`src/rtl/fetch_unit.sv`:
```
// fetch_unit: PC sequencer with a branch-target lookup table, feeding instruction memory.
// Optional macro FETCH_CYCLE_COUNT_EN adds RUN-cycle and stall-cycle counters.
module fetch_unit #(
   parameter logic [31:0] START_PC  = 32'd0,
   parameter int          LUT_DEPTH = 16,
   parameter int          LUT_IDX_W = 4,
   parameter logic [31:0] MAX_PC    = 32'd4096
) (
   input  logic                 clk,
   input  logic                 reset,
   input  logic                 start,
   input  logic                 stall,
   input  logic                 halt,
   input  logic                 take_branch,
   input  logic [LUT_IDX_W-1:0] branch_idx,
   input  logic                 lut_we,
   input  logic [LUT_IDX_W-1:0] lut_waddr,
   input  logic [31:0]          lut_wdata,
`ifdef FETCH_CYCLE_COUNT_EN
   output logic [31:0]          cycle_count,
   output logic [31:0]          stall_count,
`endif
   output logic [31:0]          current_pc,
   output logic                 running,
   output logic                 done
);

   typedef enum logic [1:0] {IDLE, RUN, DONE} state_t;

   state_t      state;
   logic [31:0] lut [LUT_DEPTH];
   logic [31:0] pc_inc;
   logic        at_limit;

   assign pc_inc   = current_pc + 32'd1;
   assign at_limit = (pc_inc == MAX_PC);

`ifdef FETCH_CYCLE_COUNT_EN
   function automatic logic [31:0] sat_inc(input logic [31:0] v);
      return (v == 32'hFFFF_FFFF) ? v : v + 32'd1;
   endfunction
`endif

   always_ff @(posedge clk) begin
      if (!reset) begin
         state      <= IDLE;
         current_pc <= START_PC;
         running    <= 1'b0;
         done       <= 1'b0;
         for (int i = 0; i < LUT_DEPTH; i++) lut[i] <= 32'd0;
`ifdef FETCH_CYCLE_COUNT_EN
         cycle_count <= 32'd0;
         stall_count <= 32'd0;
`endif
      end else begin
         // Non-blocking write: a same-edge branch read still sees the old entry.
         if (lut_we) lut[lut_waddr] <= lut_wdata;

         case (state)
            IDLE, DONE: begin
               if (start) begin
                  state      <= RUN;
                  current_pc <= START_PC;
                  running    <= 1'b1;
                  done       <= 1'b0;
`ifdef FETCH_CYCLE_COUNT_EN
                  cycle_count <= 32'd0;
                  stall_count <= 32'd0;
`endif
               end
            end
            RUN: begin
`ifdef FETCH_CYCLE_COUNT_EN
               cycle_count <= sat_inc(cycle_count);
               if (stall && !halt) stall_count <= sat_inc(stall_count);
`endif
               if (halt) begin
                  state   <= DONE;
                  running <= 1'b0;
                  done    <= 1'b1;
               end else if (!stall) begin
                  if (take_branch) begin
                     current_pc <= lut[branch_idx];
                  end else if (at_limit) begin
                     // Runaway protection: stop at MAX_PC-1 rather than stepping onto MAX_PC.
                     state   <= DONE;
                     running <= 1'b0;
                     done    <= 1'b1;
                  end else begin
                     current_pc <= pc_inc;
                  end
               end
            end
            default: begin
               state   <= IDLE;
               running <= 1'b0;
               done    <= 1'b0;
            end
         endcase
      end
   end

endmodule

```
`config.mk`:
```
export PLATFORM = sky130hd
export DESIGN_NAME = fetch_unit
export DESIGN_NICKNAME = d
export VERILOG_FILES = /design/src/rtl/fetch_unit.sv
export SDC_FILE = /design/constraint.sdc
export NUM_CORES = 1
export LEC_CHECK = 0
export CAP_MARGIN = 20
export CORE_AREA = 10 10 225 227
export CTS_CLUSTER_SIZE = 14
export DETAILED_ROUTE_END_ITERATION = 8
export DIE_AREA = 0 0 235 237
export PLACE_DENSITY = 0.76
export SKIP_CTS_REPAIR_TIMING = 1
export SYNTH_ARGS = -nofsm -noshare
export SYNTH_HDL_FRONTEND = slang
export SYNTH_SLANG_ARGS = --single-unit
```
`constraint.sdc`:
```
create_clock -name clk -period 3.7 [get_ports clk]
set_input_delay 0.555 -clock clk [delete_from_list [all_inputs] [get_ports clk]]
set_output_delay 0.555 -clock clk [all_outputs]
set_load 0.02 [all_outputs]
```
Word level (Yosys, flattened, before mapping)
Memories as Yosys holds them, arrays and structs flattened.
Index checks and enable logic that the tools add are counted.
- register bits after elaboration: 36
- bits in writable memories: 512
- input port bits: 47
- output and inout bits: 34
- logic and storage cells: 53
- memories: 1
- add/subtract/negate cells: 1
- equal/unequal tests: 10
- multiplexer cells: 31
- reduce and logical (&&, ||, !) cells: 6
- memory list (name ; depth ; width ; rd ports ; clocked after memory_dff ; write ports ; RTL line ; source):
    lut ; 16 ; 32 ; 1 ; 0 ; 16 ; 31 ; logic [31:0] lut [LUT_DEPTH];
- operators with widths (cell ; count):
    $mux W32 ; 6
    $pmux W32 S2 ; 1
    $add A32 B1 Y32 const B ; 1
    $eq A32 B13 Y1 const B ; 1
    $reduce_or A32 Y1 ; 1
    $mux W1 ; 15
    $ne A3 B3 Y1 const B ; 4
    $mux W2 ; 5
    $ne A2 B2 Y1 const B ; 3
    $reduce_and A5 Y1 ; 1
    $mux W4 ; 1
    $pmux W1 S2 ; 2
    $pmux W2 S2 ; 1
    $reduce_and A4 Y1 ; 1
    $eq A2 B1 Y1 const B ; 1
    $eq A2 B2 Y1 const B ; 1
    $logic_not A2 Y1 ; 1
    $reduce_bool A2 Y1 ; 1
    $reduce_or A2 Y1 ; 1

Depth between registers and ports, before layout
- depth in word-level cells: 7
- gate-level depth with buffers: 13
- gate-level depth less buffers: 9

Worst setup path before layout
No wires, ideal clock.
- kind: input-to-reg
- from: input reset
- to: memory lut[13][0], enable pin
- data arrival time: 3366 ps
- path slack: -132 ps
- cell stages on the path: 3
- path through: clkbuf_1 nand4_1 o21ai_0
- RTL lines (what ; RTL line ; source):
    start: declaration ; 10 ; input logic reset,
    end: declaration ; 31 ;

Worst setup path in the final report
- from: register current_pc[12]
- to: register current_pc[24]
- word-level cells in the longest chain between the ends: 6
- RTL lines (what ; RTL line ; source):
    start: declaration ; 23 ; output logic [31:0] current_pc,
    start signal: assignment ; 83 ; current_pc <= lut[branch_idx];
    start signal: assignment ; 90 ; current_pc <= pc_inc;
    $add A32 B1 Y32 * ; 35 ; assign pc_inc = current_pc + 32'd1;
    parallel branches: the longest is 5 deep, another holds $eq A32 B13 Y1 ; - ;
Every way passes the cells marked *. The select of a mux whose other input is x is not followed.
A chain may end at the register's enable or synchronous reset.

==> impl_metrics.toml <==
[global_route]
grtUsageMet2_pct = 35.9
antenna_found_initial = 7
gr-total-overflow = 0
grtUsageTotal_pct = 23.3
grt_pass1_vias = 15090
gr-max-usage-layer = "met2"
grtUsageMet1_pct = 31.9
grt_pass1_wl_um = 97700
use_met3_pct = 7.44
grt_max_degree = 50

[timing]
hold_viol = 0
skew_ns = 0.0201
fin_crit_sh_pct = 86.6
finalSetupViolations = 0
maxSlewHeadroom_pct = 31.8
period_needed_ns = 3.20
fmax_mhz = 312
max_slew.worst_pin.slew_ns = 1.02
finalMaxSlewViolations = 0
postLayoutSetupSlackWorst_ns = 0.496
grt_setup_unrepaired = "no"

[floorplan]
fp.dieW_um = 235
initial_core_util_pct = 55.2
die_h_um = 237
num_rows = 79
ios = 81
dieArea_um2 = 55700
fp.coreArea_um2 = 46200

[clock_tree]
path_clk_slew_ns = 0.06
htreeDepth = 2
root_buffer = "clkbuf_16"
cts_tree = "yes"
cts_buffers = 54
clockBufferDepth = 3
clock_latency_ns = 0.62
clock_sink_count = 546

[detailed_routing]
ant_nets = 0
wire_per_inst_um = 27.3
drt_iter0_markers = 1718
dr.pass1.iters = 5
num_vias = 14960
wl_um = 65100
drc_errors = 0
avgViaCountPerCell = 6.27

[synthesis]
synthFlopType = "edfxtp_1"
syn_inst = 1686
synth_area_um2 = 25500
synth-async-reset-ratio_pct = 0
syn-mean-instance-area_um2 = 15.1
synth_top_area_share_pct = 60.3
seq_area_frac_synth_pct = 63.0
synthTopCellsByCount = "516 x and2_1, 512 x edfxtp_1, 160 x mux4_2"
synth_cell_types = 55
syn_nets = 1735
yosysWarnings = 0
synth_area_leader_cell = "edfxtp_1"
synth_edf_count = 512
synth_area_leaders = "edfxtp_1 60%, mux4_2 14%, and2_1 13%"
synth_most_common_cell = "and2_1"
ys_seq_elements = 546

[power_and_ir_drop]
p_per_area_nw_per_um2 = 466
leakage_nw = 9.95
ir_drop_uv = 358
power.total_mw = 13.5

[placed_design]
io_buffers = 80
dp_hpwl_um = 39100
dp_slack_ns = 0.535
routabilityCongestion = 0.886

[final_layout]
areaGrowthSynthToFinish_pct = 13.3
ff_latch_area_um2 = 16100
multiInputGateArea_um2 = 8950
layout-drive-gt1-share_pct = 19.4
fill_cells = 3304
nets = 1784

[setup_path]
max_stage_delay_ns = 0.61
worstPathMaxFanout = 30
critPathCaptureType = "register"
start_kind = "register"
ff2ff_setup_slack_ns = 0.50
slowest_stage = "nor4_4"
path_class = "reg2reg"
cp.arrival_ns = 3.70
cp_cell_sequence = "nand4_2 -> nor4_4 -> and2_1 -> a31oi_1 -> or3_4 -> o21ai_2 -> buf_4 -> a21oi_1 -> a211o_1"
crit_required_ns = 4.20

[worst_hold_path]
min_path_type = "reg2reg"

[job]
max-cap-violations = 0

[status]
status = "finished, final reports clean"
==> report_power, final <==
group | switching [mW] | internal [mW] | total, mW
registers | 0.0971 | 7.08 | 7.18
logic | 0.624 | 0.480 | 1.10
clock network | 2.29 | 2.88 | 5.18
==> final timing paths <==
check                                endpoint  cells after the start                   startpoint
setup / recovery  current_pc[24]$_SDFFE_PN0P_                      9  current_pc[12]$_SDFFE_PN0P_
hold / removal    current_pc[28]$_SDFFE_PN0P_                      1  current_pc[28]$_SDFFE_PN0P_
setup reg to reg  current_pc[24]$_SDFFE_PN0P_                      9  current_pc[12]$_SDFFE_PN0P_
hold reg to reg   current_pc[28]$_SDFFE_PN0P_                      1  current_pc[28]$_SDFFE_PN0P_
==> critical path, delay by kind of cell, from the launching register on <==
| kind | cells | cell delay [ns] |
|---|---|---|
| simple gates | 4 | 1.54 |
| flops | 1 | 0.53 |
| buf+inv | 1 | 0.36 |
| compound gates | 4 | 0.63 |
==> per-stage QoR <==
step	area (um^2)	TNS, ns	utilization [%]	cells	hold WS (ns)
6_report	28900	0	62.5	2387	0.550
3_3_place_gp	27200	0	59.0	2286	0.511
2_1_floorplan	25500	-25.03	-	1686	0.591
5_1_grt	28900	0	62.5	2386	0.575
4_1_cts	28900	0	62.5	2386	0.541
3_5_place_dp	27200	0	59.0	2286	0.545
==> sequential cells by signal (all words and copies together), names as in the netlist <==
| register | cells |
|---|---|
| state | 1 |
| done | 1 |
| current_pc | 32 |
| lut | 512 |
==> metal layers <==
metal | routed length, um | up-vias
met3 | 7410 | 115
met4 | 1450 | 12
met5 | 73 | -
met1 | 26300 | 7722
li1 | - | 6375
met2 | 29900 | 736
==> layout make-up <==
class | instances | area share (%)
diodes | 1 | 0.00867
clock buffers | 79 | 5.21
clock inverters | 21 | 0.494
inverters | 5 | 0.0650
multi-input cells | 982 | 31.0
flip-flops and latches | 546 | 55.6
well taps | 607 | 2.63
repair buffers | 146 | 4.95
==> cells by family (layout without fill, tap and decap cells) <==
family | after synthesis | after routing | synth area share [%]
other | 0 | 1 | 0
AO/OA/AOI/OAI | 103 | 103 | 2.75
buffers and inverters | 158 | 251 | 2.61
AND/OR/NAND/NOR | 683 | 683 | 16.2
flip-flops | 546 | 546 | 63.0
adder cells (fa/ha/maj) | 2 | 2 | 0.0982
multiplexers | 172 | 172 | 14.6
XOR/XNOR | 22 | 22 | 0.756
==> cells in the final DEF, fill, tap and decap left out, drive strengths merged, types with 3 or more instances in the layout <==
cell,Yosys,layout
a21o,12,12
nor4,9,9
and2,516,516
nand4,13,13
a21oi,21,21
nor4b,3,3
nand2b,6,6
edfxtp,512,512
nand3,19,19
buf,39,71
clkdlybuf4s50,0,74
clkinv,1,17
dfxtp,34,34
or3,9,9
and4,7,7
nor2,34,34
xnor2,16,16
o21ai,21,21
mux2i,12,12
inv,4,6
and3,9,9
a22oi,4,4
a31oi,9,9
o211ai,4,4
clkbuf,114,80
mux4,160,160
a22o,4,4
nand2,36,36
o2bb2ai,14,14
nor3,17,17
xor2,6,6
(Power assumes the default switching activity.)
